===== src/rtl/nor_bus_ctrl.sv =====
// nor_bus_ctrl: Wishbone-classic slave that turns single 16-bit requests into
// asynchronous NOR flash bus cycles with parameterised setup/pulse/hold/turn
// timing, and synchronises RY/BY# into a pollable ready bit.
module nor_bus_ctrl #(
  parameter  int unsigned RD_WAIT  = 6,
  parameter  int unsigned WR_SETUP = 2,
  parameter  int unsigned WR_PULSE = 3,
  parameter  int unsigned WR_HOLD  = 1,
  parameter  int unsigned TURN     = 2,
  localparam int unsigned AW       = 26,
  localparam int unsigned DW       = 16
) (
  input  logic          clk_i,
  input  logic          reset_ni,
  input  logic          wb_cyc_i,
  input  logic          wb_stb_i,
  input  logic          wb_we_i,
  input  logic [AW-1:0] wb_adr_i,
  input  logic [DW-1:0] wb_dat_i,
  output logic [DW-1:0] wb_dat_o,
  output logic          wb_ack_o,
  output logic [AW-1:0] nor_addr_o,
  input  logic [DW-1:0] nor_data_i,
  output logic [DW-1:0] nor_data_o,
  output logic          nor_data_oe,
  output logic          nor_ce_o,
  output logic          nor_oe_o,
  output logic          nor_we_o,
  input  logic          nor_ry_i,
  output logic          nor_ready_o
);

  localparam int unsigned CW = 8;

  // Counter load values: a phase of N cycles loads N-1; a zero setting acts as 1.
  localparam logic [CW-1:0] RD_LOAD   = CW'((RD_WAIT  == 0) ? 0 : RD_WAIT  - 1);
  localparam logic [CW-1:0] WS_LOAD   = CW'((WR_SETUP == 0) ? 0 : WR_SETUP - 1);
  localparam logic [CW-1:0] WP_LOAD   = CW'((WR_PULSE == 0) ? 0 : WR_PULSE - 1);
  localparam logic [CW-1:0] WH_LOAD   = CW'((WR_HOLD  == 0) ? 0 : WR_HOLD  - 1);
  localparam logic [CW-1:0] TURN_LOAD = CW'((TURN     == 0) ? 0 : TURN     - 1);

  typedef enum logic [2:0] {
    S_IDLE, S_RD, S_WR_SETUP, S_WR_PULSE, S_WR_HOLD, S_TURN
  } state_t;

  state_t          r_state, w_state_nxt;
  logic [CW-1:0]   r_cnt, w_cnt_nxt;
  logic            r_abort, w_abort_nxt;
  logic [AW-1:0]   r_addr, w_addr_nxt;
  logic [DW-1:0]   r_wdat, w_wdat_nxt;
  logic [DW-1:0]   r_rdat, w_rdat_nxt;
  logic            r_ack, w_ack_nxt;
  logic            r_ce_n, w_ce_n_nxt;
  logic            r_oe_n, w_oe_n_nxt;
  logic            r_we_n, w_we_n_nxt;
  logic            r_doe, w_doe_nxt;
  logic            r_ry_meta, r_ry_sync;
  logic            w_last;
  logic            w_abort_now;

  assign w_last      = (r_cnt == '0);
  // A transaction is abandoned once the master has dropped cyc at any point.
  assign w_abort_now = r_abort | ~wb_cyc_i;

  // State, counter and all bus-facing outputs are registered here.
  always_ff @(posedge clk_i) begin
    if (!reset_ni) begin
      r_state <= S_IDLE;
      r_cnt   <= '0;
      r_abort <= 1'b0;
      r_addr  <= '0;
      r_wdat  <= '0;
      r_rdat  <= '0;
      r_ack   <= 1'b0;
      r_ce_n  <= 1'b1;
      r_oe_n  <= 1'b1;
      r_we_n  <= 1'b1;
      r_doe   <= 1'b0;
    end else begin
      r_state <= w_state_nxt;
      r_cnt   <= w_cnt_nxt;
      r_abort <= w_abort_nxt;
      r_addr  <= w_addr_nxt;
      r_wdat  <= w_wdat_nxt;
      r_rdat  <= w_rdat_nxt;
      r_ack   <= w_ack_nxt;
      r_ce_n  <= w_ce_n_nxt;
      r_oe_n  <= w_oe_n_nxt;
      r_we_n  <= w_we_n_nxt;
      r_doe   <= w_doe_nxt;
    end
  end

  // Next state, phase counter and next strobe values (decoded from next state).
  always_comb begin
    w_state_nxt = r_state;
    w_cnt_nxt   = w_last ? '0 : r_cnt - CW'(1);
    w_abort_nxt = r_abort;
    w_addr_nxt  = r_addr;
    w_wdat_nxt  = r_wdat;
    w_rdat_nxt  = r_rdat;
    w_ack_nxt   = 1'b0;
    w_ce_n_nxt  = 1'b1;
    w_oe_n_nxt  = 1'b1;
    w_we_n_nxt  = 1'b1;
    w_doe_nxt   = 1'b0;

    case (r_state)
      S_IDLE: begin
        w_abort_nxt = 1'b0;
        if (wb_cyc_i && wb_stb_i) begin
          w_addr_nxt = wb_adr_i;
          if (wb_we_i) begin
            w_wdat_nxt  = wb_dat_i;
            w_state_nxt = S_WR_SETUP;
            w_cnt_nxt   = WS_LOAD;
          end else begin
            w_state_nxt = S_RD;
            w_cnt_nxt   = RD_LOAD;
          end
        end
      end
      S_RD: begin
        w_abort_nxt = w_abort_now;
        if (w_last) begin
          w_rdat_nxt  = nor_data_i;
          w_ack_nxt   = ~w_abort_now;
          w_state_nxt = S_TURN;
          w_cnt_nxt   = TURN_LOAD;
        end
      end
      S_WR_SETUP: begin
        w_abort_nxt = w_abort_now;
        if (w_last) begin
          w_state_nxt = S_WR_PULSE;
          w_cnt_nxt   = WP_LOAD;
        end
      end
      S_WR_PULSE: begin
        w_abort_nxt = w_abort_now;
        if (w_last) begin
          w_state_nxt = S_WR_HOLD;
          w_cnt_nxt   = WH_LOAD;
        end
      end
      S_WR_HOLD: begin
        w_abort_nxt = w_abort_now;
        if (w_last) begin
          w_ack_nxt   = ~w_abort_now;
          w_state_nxt = S_TURN;
          w_cnt_nxt   = TURN_LOAD;
        end
      end
      S_TURN: begin
        if (w_last) begin
          w_state_nxt = S_IDLE;
        end
      end
      default: begin
        w_state_nxt = S_IDLE;
        w_cnt_nxt   = '0;
      end
    endcase

    // OE# and WE# live in disjoint states, so they can never overlap, and DQ
    // is only driven in write states where OE# is high.
    case (w_state_nxt)
      S_RD: begin
        w_ce_n_nxt = 1'b0;
        w_oe_n_nxt = 1'b0;
      end
      S_WR_SETUP, S_WR_HOLD: begin
        w_ce_n_nxt = 1'b0;
        w_doe_nxt  = 1'b1;
      end
      S_WR_PULSE: begin
        w_ce_n_nxt = 1'b0;
        w_we_n_nxt = 1'b0;
        w_doe_nxt  = 1'b1;
      end
      default: ;
    endcase
  end

  // Two-flop synchroniser for the asynchronous RY/BY# pin.
  always_ff @(posedge clk_i) begin
    if (!reset_ni) begin
      r_ry_meta <= 1'b0;
      r_ry_sync <= 1'b0;
    end else begin
      r_ry_meta <= nor_ry_i;
      r_ry_sync <= r_ry_meta;
    end
  end

  assign wb_dat_o    = r_rdat;
  assign wb_ack_o    = r_ack;
  assign nor_addr_o  = r_addr;
  assign nor_data_o  = r_wdat;
  assign nor_data_oe = r_doe;
  assign nor_ce_o    = r_ce_n;
  assign nor_oe_o    = r_oe_n;
  assign nor_we_o    = r_we_n;
  assign nor_ready_o = r_ry_sync;

endmodule

===== config.mk =====
export PLATFORM = sky130hd
export DESIGN_NAME = nor_bus_ctrl
export DESIGN_NICKNAME = d
export VERILOG_FILES = /design/src/rtl/nor_bus_ctrl.sv
export SDC_FILE = /design/constraint.sdc
export NUM_CORES = 1
export LEC_CHECK = 0
export CAP_MARGIN = 20
export CORE_UTILIZATION = 42
export CTS_BUF_LIST = sky130_fd_sc_hd__clkbuf_16
export CTS_CLUSTER_DIAMETER = 60
export DETAILED_ROUTE_END_ITERATION = 6
export PLACE_DENSITY_LB_ADDON = 0.12
export SLEW_MARGIN = 0
export SYNTH_ARGS = -nofsm -noshare
export SYNTH_HDL_FRONTEND = slang
export SYNTH_SLANG_ARGS = --single-unit

===== constraint.sdc =====
create_clock -name clk_i -period 2.1 [get_ports clk_i]
set_clock_uncertainty 0.2 [all_clocks]
set_input_delay 0.525 -clock clk_i [delete_from_list [all_inputs] [get_ports clk_i]]
set_output_delay 0.525 -clock clk_i [all_outputs]
set_load 0.02 [all_outputs]

**Word level (Yosys, flattened, before mapping)**

Index checks and enable logic that the tools add are counted.

- Output and inout port bits: 64
- Register bits after elaboration: 77
- Logic and storage cells: 57
- Input bits: 64

- Equal/unequal tests: 9
- Bitwise operators: 3
- Reduce and logical (&&, ||, !) cells: 12
- Mux-type cells: 19
- $add $sub $neg: 1

Operators with widths:

| kind | number |
|---|---|
| $mux 8 | 5 |
| $pmux 8 s5 | 1 |
| $mux 3 | 6 |
| $pmux 3 s5 | 1 |
| $eq 3x2->1 const B | 4 |
| $eq 3x3->1 const B | 3 |
| $logic_not 8->1 | 1 |
| $reduce_or 4->1 | 2 |
| $sub 8x1->8 const B | 1 |
| $eq 3x1->1 const B | 2 |
| $reduce_and 3->1 | 2 |
| $mux 1 | 4 |
| $reduce_and 2->1 | 2 |
| $logic_not 3->1 | 1 |
| $reduce_or 3->1 | 1 |
| $mux 2 | 1 |
| $not 1->1 | 2 |
| $pmux 1 s2 | 1 |
| $reduce_bool 2->1 | 1 |
| $reduce_or 2->1 | 1 |
| $logic_and 1x1->1 | 1 |
| $or 1x1->1 | 1 |

**Longest topological paths before layout**

- Word-level depth: 6
- Depth in mapped cells: 8
- Gate-level depth less buffers: 6

**Worst setup path after synthesis**

OpenSTA, ideal clock, no wires.

- Path kind: register -> register
- From: reg r_cnt[0]
- To: reg r_cnt[2]
- Setup time: 0.088 ns
- Buffers on the path: 2
- Slack: 0.184 ns
- Cell stages (with the launch flop): 9
- Clock period less this slack: 1.916 ns
- Arrival: 1.628 ns
- Required time: 1.812 ns
- Path through: dfxtp_1 > inv_1 > ha_1 > nor3b_1 > and2_1 > buf_2 > or3_1 > buf_2 > o32ai_2

- Longest elaborated chain between the ends: 4
- Elaborated cells between the ends (all ways): 8
- Those cells by class: add/sub (1); mux (6); reduce/logical (1)

RTL lines:

| item | line | text |
|---|---|---|
| start, declared | 47 | `logic [CW-1:0] r_cnt, w_cnt_nxt;` |
| start signal, assigned | 81 | `r_cnt <= w_cnt_nxt;` |
| $sub 8x1->8 or $logic_not 8->1 (tied branches) | 97, 61 |  |
| $mux 8 | 97 | `w_cnt_nxt = w_last ? '0 : r_cnt - CW'(1);` |
| $mux 8, on equally long branches | - |  |
| $pmux 8 s5 * | 108 | `case (r_state)` |

Every way passes the cells marked *; elsewhere a longest branch is shown, timed or not.
A chain may end at the register's enable or synchronous reset.

**Final worst setup path**

- From: reg r_rdat[9] (netlist: wb_dat_o[9])
- To: out wb_dat_o[9]

RTL lines:

| item | line | text |
|---|---|---|
| start, declared | 51 | `logic [DW-1:0] r_rdat, w_rdat_nxt;` |
| start signal, assigned | 85 | `r_rdat <= w_rdat_nxt;` |
| end, declared | 20 | `output logic [DW-1:0] wb_dat_o,` |

No word-level cell between the ends.

==> results.cfg <==
[logic_synthesis]
yosys_register_bits = 77
synth_top_area_cell = dfxtp_1
synthCells = 352
synth.yosys.seq_area_share_pct = 50.6
ys_types = 42
synth_nets = 418
synth.avg_cell_area_um2 = 8.66
synth_area_leaders = dfxtp_1, nand2_1, a21boi_1, a21boi_0, nand3_1
synth_edf_count = 0
ys.flop_type = dfxtp_1
async_flop_share_pct = 0
synth_top_cell_area_share_pct = 50.6
synth.cell_area_um2 = 3050
yosysWarnings = 0

[placement]
io_buffers = 127
gp_congestion = 0.787
place_hpwl_um = 5010

[drt]
drc = 0
avgViaCountPerCell = 4.81
drt_pre_antenna_iters = 4
wl_um = 7320
postRouteAntennaNets = 0
routedWlPerCell_um = 12.6
vias = 2794
drt_iter0_markers = 148

[setup_path]
crit_path_start_kind = register
critPathMaxFanout = 2
endpoint_kind = output pin
arrival_ps = 1300
worstPathCellList = clkdlybuf4s50_1
cpPeakStageDelay_ps = 640
crit_type = register to output pin
slowest_stage = clkdlybuf4s50_1
worst-path-buf-inv = 1
cp.required_ps = 1370
critical_path.top_delay_family = buffers and inverters

[floorplanning]
die_h_um = 87.2
die-area_um2 = 7600
rows = 30
core_um2 = 6910
initial_utilization_pct = 44.1
io_pins = 128
die_w_um = 87.2

[global_route]
grt_pass1_wl_um = 11700
antenna_found_initial = 0
grtUsageTotal_pct = 20.1
grt_pass1_vias = 2576
grt_max_degree = 83
grt_remaining_overflow = 0

[clock_tree]
cts_tree = built
h-tree-depth = 3
clkLatencyLatePin_ps = 330
clockRootBuffer = clkbuf_16
cts_made_buffers = 9
cts_buffer_depth = 2
clock_sinks = 77
cts_setup_buffers = 0
cts.clk_slew.worst_paths_ps = 60

[power_and_ir_drop]
leakage_uw = 0.00178
power_uw = 4690
power.density_nw_per_um2 = 978
ir_drop_mv = 0.469

[sta]
period_share_pct = 96.3
finalSetupViolCount = 0
timing.final.crit_period_ps = 2020
hold_viol_final = 0
rsz0062_at_grt = no
setup_tns_ps = 0
slew-limit-headroom_pct = 66.6
worst_pin_slew_ps = 500
fmaxAchievable_ghz = 0.494
slew_viol_final = 0

[run]
cap_violations = 0

[layout]
diodes = 0
area_delta_synth_final_pct = 57.4
drive_gt1_share_pct = 9.28
nNetsFinal = 546
utilization_pct = 69.4

[hold_path]
hp-class = register to register

[outcome]
status = completed
[per-stage QoR]
stage	cells	instance area [µm²]	hold slack (ps)	worst slack [ps]
5_1_grt	581	4790	271	10.6
4_1_cts	581	4780	241	68.5
3_3_place_gp	565	4460	218	-94.1
2_1_floorplan	352	3050	197	184
3_5_place_dp	565	4460	224	-182
6_report	581	4790	241	77.7
[metal layers]
layer	track usage, %	part of all wire (%)
met1	24.4	43
met2	31.8	45
met3	7.30	9.5
met4	9.54	2.4
met5	0	0
[cell families (layout without fill, tap and decap cells)]
| family | after synthesis | after routing | synth area share [%] |
|---|---|---|---|
| adders and majority gates | 2 | 2 | 0.821 |
| muxes | 1 | 1 | 0.370 |
| DFF | 77 | 77 | 50.6 |
| and+or+nand+nor | 163 | 163 | 24.6 |
| AOI/OAI and AO/OA | 73 | 73 | 17.1 |
| buffers and inverters | 29 | 162 | 4.48 |
| xor gates and xnor gates | 7 | 7 | 2.01 |
[layout by cell type, fill, tap and decap left out, types with 4 or more instances in the layout]
cell type / count
clkbuf_16: 9
o21ai_1: 17
dfxtp_1: 77
nand2_1: 108
nand3_1: 18
buf_4: 11
xor2_1: 4
nor2_1: 11
nor3_1: 4
a21boi_0: 19
a21boi_1: 23
clkdlybuf4s50_1: 126
inv_1: 4
[synth_stat cells, drive strengths merged, types with 3 or more instances]
| library cell | instances |
|---|---|
| nand2 | 109 |
| dfxtp | 77 |
| a21boi | 42 |
| nand3 | 18 |
| o21ai | 17 |
| clkbuf | 13 |
| buf | 12 |
| nor2 | 11 |
| inv | 4 |
| nor3 | 4 |
| nor4 | 4 |
| xor2 | 4 |
| a21oi | 3 |
| and2 | 3 |
| nor3b | 3 |
| xnor2 | 3 |
[final timing paths]
check / from / endpoint / slack, ps / cells after the start
worst min-delay path: r_ry_meta / nor_ready_o / 240 / 1
worst min register to register: r_ry_meta / nor_ready_o / 240 / 1
worst max register to register: r_cnt[0] / r_cnt[2] / 170 / 6
worst max-delay path: wb_dat_o[9] / wb_dat_o[9] / 80 / 1
[area by class of cell]
| cell class | count | area (µm²) |
|---|---|---|
| clock buffer | 9 | 225 |
| tap | 96 | 120 |
| clock inverter | 7 | 97.6 |
| timing repair buffer | 142 | 1420 |
| inverter | 4 | 15.0 |
| fill | 573 | 2110 |
| multi-input combinational | 246 | 1380 |
| sequential | 77 | 1540 |
[report_power, final]
group / total (µW) / internal (µW) / switching [µW]
registers: 1760 / 1620 / 140
logic: 1280 / 654 / 622
clock network: 1650 / 1040 / 607
[state kept, by name, summed over array words and instances (netlist names), 3 cells and up]
| name | cells |
|---|---|
| nor_data_o | 16 |
| nor_addr_o | 26 |
| wb_dat_o | 16 |
| r_state | 3 |
| r_cnt | 8 |
[repair_timing]
| action | CTS | global route |
|---|---|---|
| setup endpoints to repair | 0 | 4 |
| gates resized for setup | 0 | 3 |
| hold buffers | 0 | 0 |
(Power assumes the default switching activity.)
